<file path="src/rtl/nes_controller_responder.sv">
// Controller-side NES pad responder: emulates the 4021 shift register
// that a genuine pad presents to the console on latch/clock/data.
//
// Ports:
//   clk, rst_n   system clock, synchronous active-low reset
//   buttons_in   button byte (A,B,Sel,Start,Up,Down,Left,Right; 1=pressed)
//   buttons_we   one-cycle strobe capturing buttons_in into buttons_reg
//   nes_latch    asynchronous latch from the console side
//   nes_clk      asynchronous shift clock from the console side
//   nes_data     registered serial button data to the console side
//   frame_done   one-cycle pulse when the 8th shift edge is accepted
//   frame_count  latch falling edges seen, wraps 255->0
//   buttons_reg  current button byte readback
module nes_controller_responder #(
    parameter int   SYNC_STAGES = 2,
    parameter bit   ACTIVE_LOW  = 1'b1,
    parameter logic FILL_LEVEL  = 1'b0
) (
    input  logic       clk,
    input  logic       rst_n,
    input  logic [7:0] buttons_in,
    input  logic       buttons_we,
    input  logic       nes_latch,
    input  logic       nes_clk,
    output logic       nes_data,
    output logic       frame_done,
    output logic [7:0] frame_count,
    output logic [7:0] buttons_reg
);

    logic [SYNC_STAGES-1:0] lat_sync_q;
    logic [SYNC_STAGES-1:0] clk_sync_q;
    logic                   lat_hist_q;
    logic                   clk_hist_q;

    logic [7:0] btn_q, btn_d;
    logic [7:0] shift_q, shift_d;
    logic [3:0] cnt_q, cnt_d;
    logic [7:0] fc_q, fc_d;
    logic       done_q, done_d;
    logic       data_q, data_d;

    logic lat_s, clk_s;
    logic lat_fall, clk_rise;

    assign lat_s    = lat_sync_q[SYNC_STAGES-1];
    assign clk_s    = clk_sync_q[SYNC_STAGES-1];
    assign lat_fall = ~lat_s & lat_hist_q;
    assign clk_rise = clk_s & ~clk_hist_q;

    // Mode is implied by lat_s and cnt_q: latched (LOAD), counting
    // (SHIFT, cnt<8) or exhausted (IDLE, cnt==8).
    always_comb begin
        btn_d   = buttons_we ? buttons_in : btn_q;
        shift_d = shift_q;
        cnt_d   = cnt_q;
        fc_d    = fc_q;
        done_d  = 1'b0;
        if (lat_s) begin
            // Snapshot follows buttons_reg continuously while latched.
            shift_d = btn_q;
            cnt_d   = 4'd0;
        end else if (lat_fall) begin
            // A coincident clock edge is deliberately dropped here.
            cnt_d = 4'd0;
            fc_d  = fc_q + 8'd1;
        end else if (clk_rise && (cnt_q < 4'd8)) begin
            shift_d = {1'b0, shift_q[7:1]};
            cnt_d   = cnt_q + 4'd1;
            done_d  = (cnt_q == 4'd7);
        end
        // Output is derived from next state so it moves with the state.
        data_d = (cnt_d < 4'd8) ? (shift_d[0] ^ ACTIVE_LOW) : FILL_LEVEL;
    end

    always_ff @(posedge clk) begin
        if (!rst_n) begin
            lat_sync_q <= '0;
            clk_sync_q <= '0;
            lat_hist_q <= 1'b0;
            clk_hist_q <= 1'b0;
            btn_q      <= 8'd0;
            shift_q    <= 8'd0;
            cnt_q      <= 4'd8;
            fc_q       <= 8'd0;
            done_q     <= 1'b0;
            data_q     <= FILL_LEVEL;
        end else begin
            lat_sync_q <= {lat_sync_q[SYNC_STAGES-2:0], nes_latch};
            clk_sync_q <= {clk_sync_q[SYNC_STAGES-2:0], nes_clk};
            lat_hist_q <= lat_s;
            clk_hist_q <= clk_s;
            btn_q      <= btn_d;
            shift_q    <= shift_d;
            cnt_q      <= cnt_d;
            fc_q       <= fc_d;
            done_q     <= done_d;
            data_q     <= data_d;
        end
    end

    assign nes_data    = data_q;
    assign frame_done  = done_q;
    assign frame_count = fc_q;
    assign buttons_reg = btn_q;

endmodule

</file>
<file path="config.mk">
export PLATFORM = sky130hd
export DESIGN_NAME = nes_controller_responder
export DESIGN_NICKNAME = d
export VERILOG_FILES = /design/src/rtl/nes_controller_responder.sv
export SDC_FILE = /design/constraint.sdc
export NUM_CORES = 1
export LEC_CHECK = 0
export ABC_AREA = 1
export CAP_MARGIN = 5
export CORE_AREA = 8 8 66 68
export CTS_BUF_LIST = sky130_fd_sc_hd__clkbuf_8
export CTS_CLUSTER_DIAMETER = 30
export DETAILED_ROUTE_END_ITERATION = 12
export DIE_AREA = 0 0 74 76
export PLACE_DENSITY = 0.76
export SYNTH_ARGS = -nofsm -noshare
export SYNTH_HDL_FRONTEND = slang
export SYNTH_SLANG_ARGS = --single-unit
</file>
<file path="constraint.sdc">
create_clock -name clk -period 1.26 [get_ports clk]
set_input_delay 0.189 -clock clk [delete_from_list [all_inputs] [get_ports clk]]
set_output_delay 0.189 -clock clk [all_outputs]
set_load 0.02 [all_outputs]
</file>
Word level (Yosys, flattened, before mapping)

Index checks and enable logic that the tools add are counted.

$add $sub $neg: 2
Multipliers: 0
Divide/modulo/power cells: 0
Order comparisons: 2
Equal/unequal tests: 2
Shifts and indexed selects: 0
Multiplexer cells: 6
Bitwise gates (word level): 7
Reduce and logical (&&, ||, !) cells: 6

Operator list:

| operator            | count |
|---|---|
| $mux 8              | 3 |
| $mux 4              | 3 |
| $add 8x1->8 const B | 1 |
| $lt 4x4->1 const B  | 2 |
| $reduce_and 2->1    | 3 |
| $not 1->1           | 5 |
| $add 4x1->4 const B | 1 |
| $eq 4x3->1 const B  | 1 |
| $reduce_or 4->1     | 1 |
| $and 1x1->1         | 2 |
| $ne 2x2->1 const B  | 1 |
| $reduce_bool 2->1   | 1 |
| $logic_and 1x1->1   | 1 |

Flip-flop bits (word level): 36
Bits in latches: 0
RAM bits: 0
Bits in read-only memories: 0
Word-level logic and storage cells: 36
Memories kept: 0

Depth between registers and ports, before layout

Word-level depth: 8
Mapped depth: 7

Worst setup path after synthesis

No wires, ideal clock.

Kind: register to register
Start point: reg fc_q[0] (netlist: frame_count[0])
End point: reg fc_q[6] (netlist: frame_count[6])
Library setup time: 0.114 ns
Arrival: 1.085 ns
Data required time: 1.146 ns
Setup slack: 0.061 ns
Cell stages (with the launch flop): 7
Cells stage by stage: dfxtp_1 ha_1 nand3_4 nor2_4 nand2_1 nand2_1 nor2_2

Longest elaborated chain between the ends: 1

Ends and longest elaborated chain:

| element                  | line | source |
|---|---|---|
| start: declaration       | 39   | `logic [7:0] fc_q, fc_d;` |
| start signal: assignment | 85   | `fc_q <= 8'd0;` |
| start signal: assignment | 96   | `fc_q <= fc_d;` |
| $add 8x1->8              | 66   | `fc_d = fc_q + 8'd1;` |

Every way passes these cells.
A chain may end at the register's enable or synchronous reset.

Worst setup path in the final report

Start point: reg fc_q[1] (netlist: frame_count[1])
End point: out frame_count[1]

RTL lines:

| element          | line | source |
|---|---|---|
| end: declaration | 27   | `output logic [7:0] frame_count,` |

No word-level cell between the ends.

==> flow_metrics.env <==
export IMPL_synth_seq_cells=36
export IMPL_fin_tns_setup_ps=0
export IMPL_postRouteAntennaNets=0
export IMPL_hold_viol=0
export IMPL_dieWidth_um=74
export IMPL_placed_area_um2=1920
export IMPL_skew_ps=8.82
export IMPL_port_buffers=30
export IMPL_grt_max_degree=17
export IMPL_dp_cells=285
export IMPL_tightest_slew_ps=277
export IMPL_yosysSeqAreaShare_pct=47.7
export IMPL_wl_met2_um=1410
export IMPL_nNetsFinal=259
export IMPL_grt_first_pass_wirelength_um=5280
export IMPL_final_util_pct=58.0
export IMPL_ioPinCount=31
export IMPL_ir_drop_mv=0.707
export IMPL_first_pass_iters=4
export IMPL_crit_buf_inv=1
export IMPL_overflow=0
export IMPL_fp_dieH_um=76
export IMPL_setup_viol=0
export IMPL_drtIter0Drc=57
export IMPL_drc=0
export IMPL_slew_violations=0
export IMPL_rows=22
export IMPL_finalCriticalPeriod_ps=1220
export IMPL_most_common_layout_cells="47 x nand2_1, 35 x dfxtp_1, 32 x nor2_1"
export IMPL_synth_cell_types=25
export IMPL_path_clk_slew_ps=70
export IMPL_slowest_delay_ps=390
export IMPL_syn_to_final_growth_pct=32.2
export IMPL_status="complete, no violations"
export IMPL_post_drt_wl_per_cell_um=10.3
export IMPL_grt_pass1_vias=1249
export IMPL_cp_top_family="flip-flops"
export IMPL_antenna_found_initial=0
export IMPL_finalInstanceArea_um2=2000
export IMPL_yosys_warnings=0
export IMPL_slowest_stage="dfxtp_1"
export IMPL_p_total_mw=2.24
export IMPL_fin_cells=293
export IMPL_final_common_cell="nand2_1"
export IMPL_post_cts_buffers=0
export IMPL_clock_path_buffers=2
export IMPL_start_util_pct=43.9
export IMPL_rsz0062_at_grt="false"
export IMPL_met1_length_um=1450
export IMPL_cp_max_fo=4
export IMPL_power_density_nw_per_um2=1120
export IMPL_p_leak_nw=0.930
export IMPL_numCtsBuffers=5
export IMPL_drt_total_wl_um=3030
export IMPL_place_gp_congestion=0.769
export IMPL_crit_path_start_kind="flop"
export IMPL_core_area_um2=3440
export IMPL_synthesis_instances=201
export IMPL_crit_type="reg -> out"
export IMPL_tritoncts="yes"
export IMPL_synth_net_count=216
export IMPL_netlist_area_um2=1510
export IMPL_clkLatencyLatePin_ps=290
export IMPL_vias=1345
export IMPL_htree_levels=2
export IMPL_fmax_mhz=822
export IMPL_fin_crit_sh_pct=96.5
export IMPL_viasPerCell=4.59
export IMPL_cts_root_buffer="clkbuf_8"
export IMPL_routed_wl_met3_um=101
export IMPL_design_die_area_um2=5620
export IMPL_antenna_cells=0
export IMPL_worst_ep_arrival_time_ps=1030
export IMPL_n_fill_cell=334
export IMPL_layout_drive_gt1_share_pct=15.1
export IMPL_hold_class="reg -> reg"
export IMPL_required_ps=1070
export IMPL_maxSlewHeadroom_pct=81.5
export IMPL_highest_layer="met4"
export IMPL_cap_violations=0
export IMPL_worstPathCellList="dlygate4sd2_1"
export IMPL_cts_num_sinks=36
export IMPL_avgSynthCellArea_um2=7.51
export IMPL_dp_hpwl_um=2290
export IMPL_critPathCaptureType="output port"
export IMPL_track_usage_pct=11.8
[final cells by class]
cell class,count,area (um^2),area share (%)
inverters,27,101,5.08
clock inverters,2,7.51,0.376
repair buffers,39,347,17.4
clock buffers,6,82.6,4.14
multi-input cells,135,677,33.9
well taps,48,60.1,3.01
flip-flops and latches,36,722,36.2
[metal layers]
layer / vias up / track usage (%)
li1: 714 / -
met4: 0 / 6.80
met1: 606 / 13.4
met5: - / 0
met2: 18 / 18.5
met3: 7 / 3.95
[cell families (layout without fill, tap and decap cells)]
family | Yosys count | count (layout) | synth area share, %
buffers and inverters | 30 | 74 | 7.79
AO/OA/AOI/OAI | 28 | 28 | 10.1
AND/OR/NAND/NOR | 105 | 105 | 32.7
flip-flops | 36 | 36 | 47.7
adder cells (fa/ha/maj) | 2 | 2 | 1.66
[final timing paths]
kind / from / endpoint / slack [ps] / depth (start not counted)
setup / recovery: frame_count[1]$_SDFFE_PN0P_ / frame_count[1] / 40 / 1
setup reg to reg: frame_count[1]$_SDFFE_PN0P_ / frame_count[6]$_SDFFE_PN0P_ / 120 / 6
hold / removal: lat_sync_q[0]$_SDFF_PN0_ / lat_sync_q[1]$_SDFF_PN0_ / 410 / 2
hold reg to reg: lat_sync_q[0]$_SDFF_PN0_ / lat_sync_q[1]$_SDFF_PN0_ / 410 / 2
[what timing repair did]
item                                    4_1_cts  5_1_grt
endpoints found under the setup margin       18        2
resized for setup                            18        3
hold buffers                                  0        0
pin swaps                                     0        0
[where the power goes]
group	total [mW]	internal, mW	switching [mW]
registers	1.20	1.18	0.0246
clock network	0.809	0.429	0.380
logic	0.227	0.102	0.125
total	2.24	1.71	0.529
[synth_stat cells]
library cell / instances / area, um^2
clkinv_1: 1 / 3.75
nand3_1: 7 / 35.0
o21ai_0: 11 / 55.1
nand4_1: 3 / 18.8
nand3_4: 2 / 35.0
nor3b_1: 1 / 7.51
nor3_2: 1 / 10.0
a21oi_1: 11 / 55.1
nand3_2: 2 / 20.0
nor2_2: 4 / 25.0
buf_2: 1 / 5.00
o21a_1: 5 / 37.5
nor2_1: 32 / 120
nor2_4: 2 / 22.5
or2_2: 1 / 6.26
o21ai_1: 1 / 5.00
buf_4: 1 / 7.51
inv_1: 20 / 75.1
dfxtp_1: 36 / 721
nand2_1: 47 / 176
ha_1: 2 / 25.0
nor3_1: 1 / 5.00
inv_2: 6 / 22.5
clkbuf_1: 1 / 3.75
nand2_2: 2 / 12.5
[tightest hold or removal path, stage by stage, from the launching register on]
cell and delay [ps]:
dfxtp_1 300, nand2_1 50, inv_1 30
[through the flow]
stage	setup slack (ps)	hold WS, ps
final	43.5	412
after global placement	-15.1	395
after detailed placement	-52.9	407
after global routing	4.22	439
after floorplan	61.0	278
after CTS	16.9	421
No activity file was read; power rests on OpenSTA's default activity.
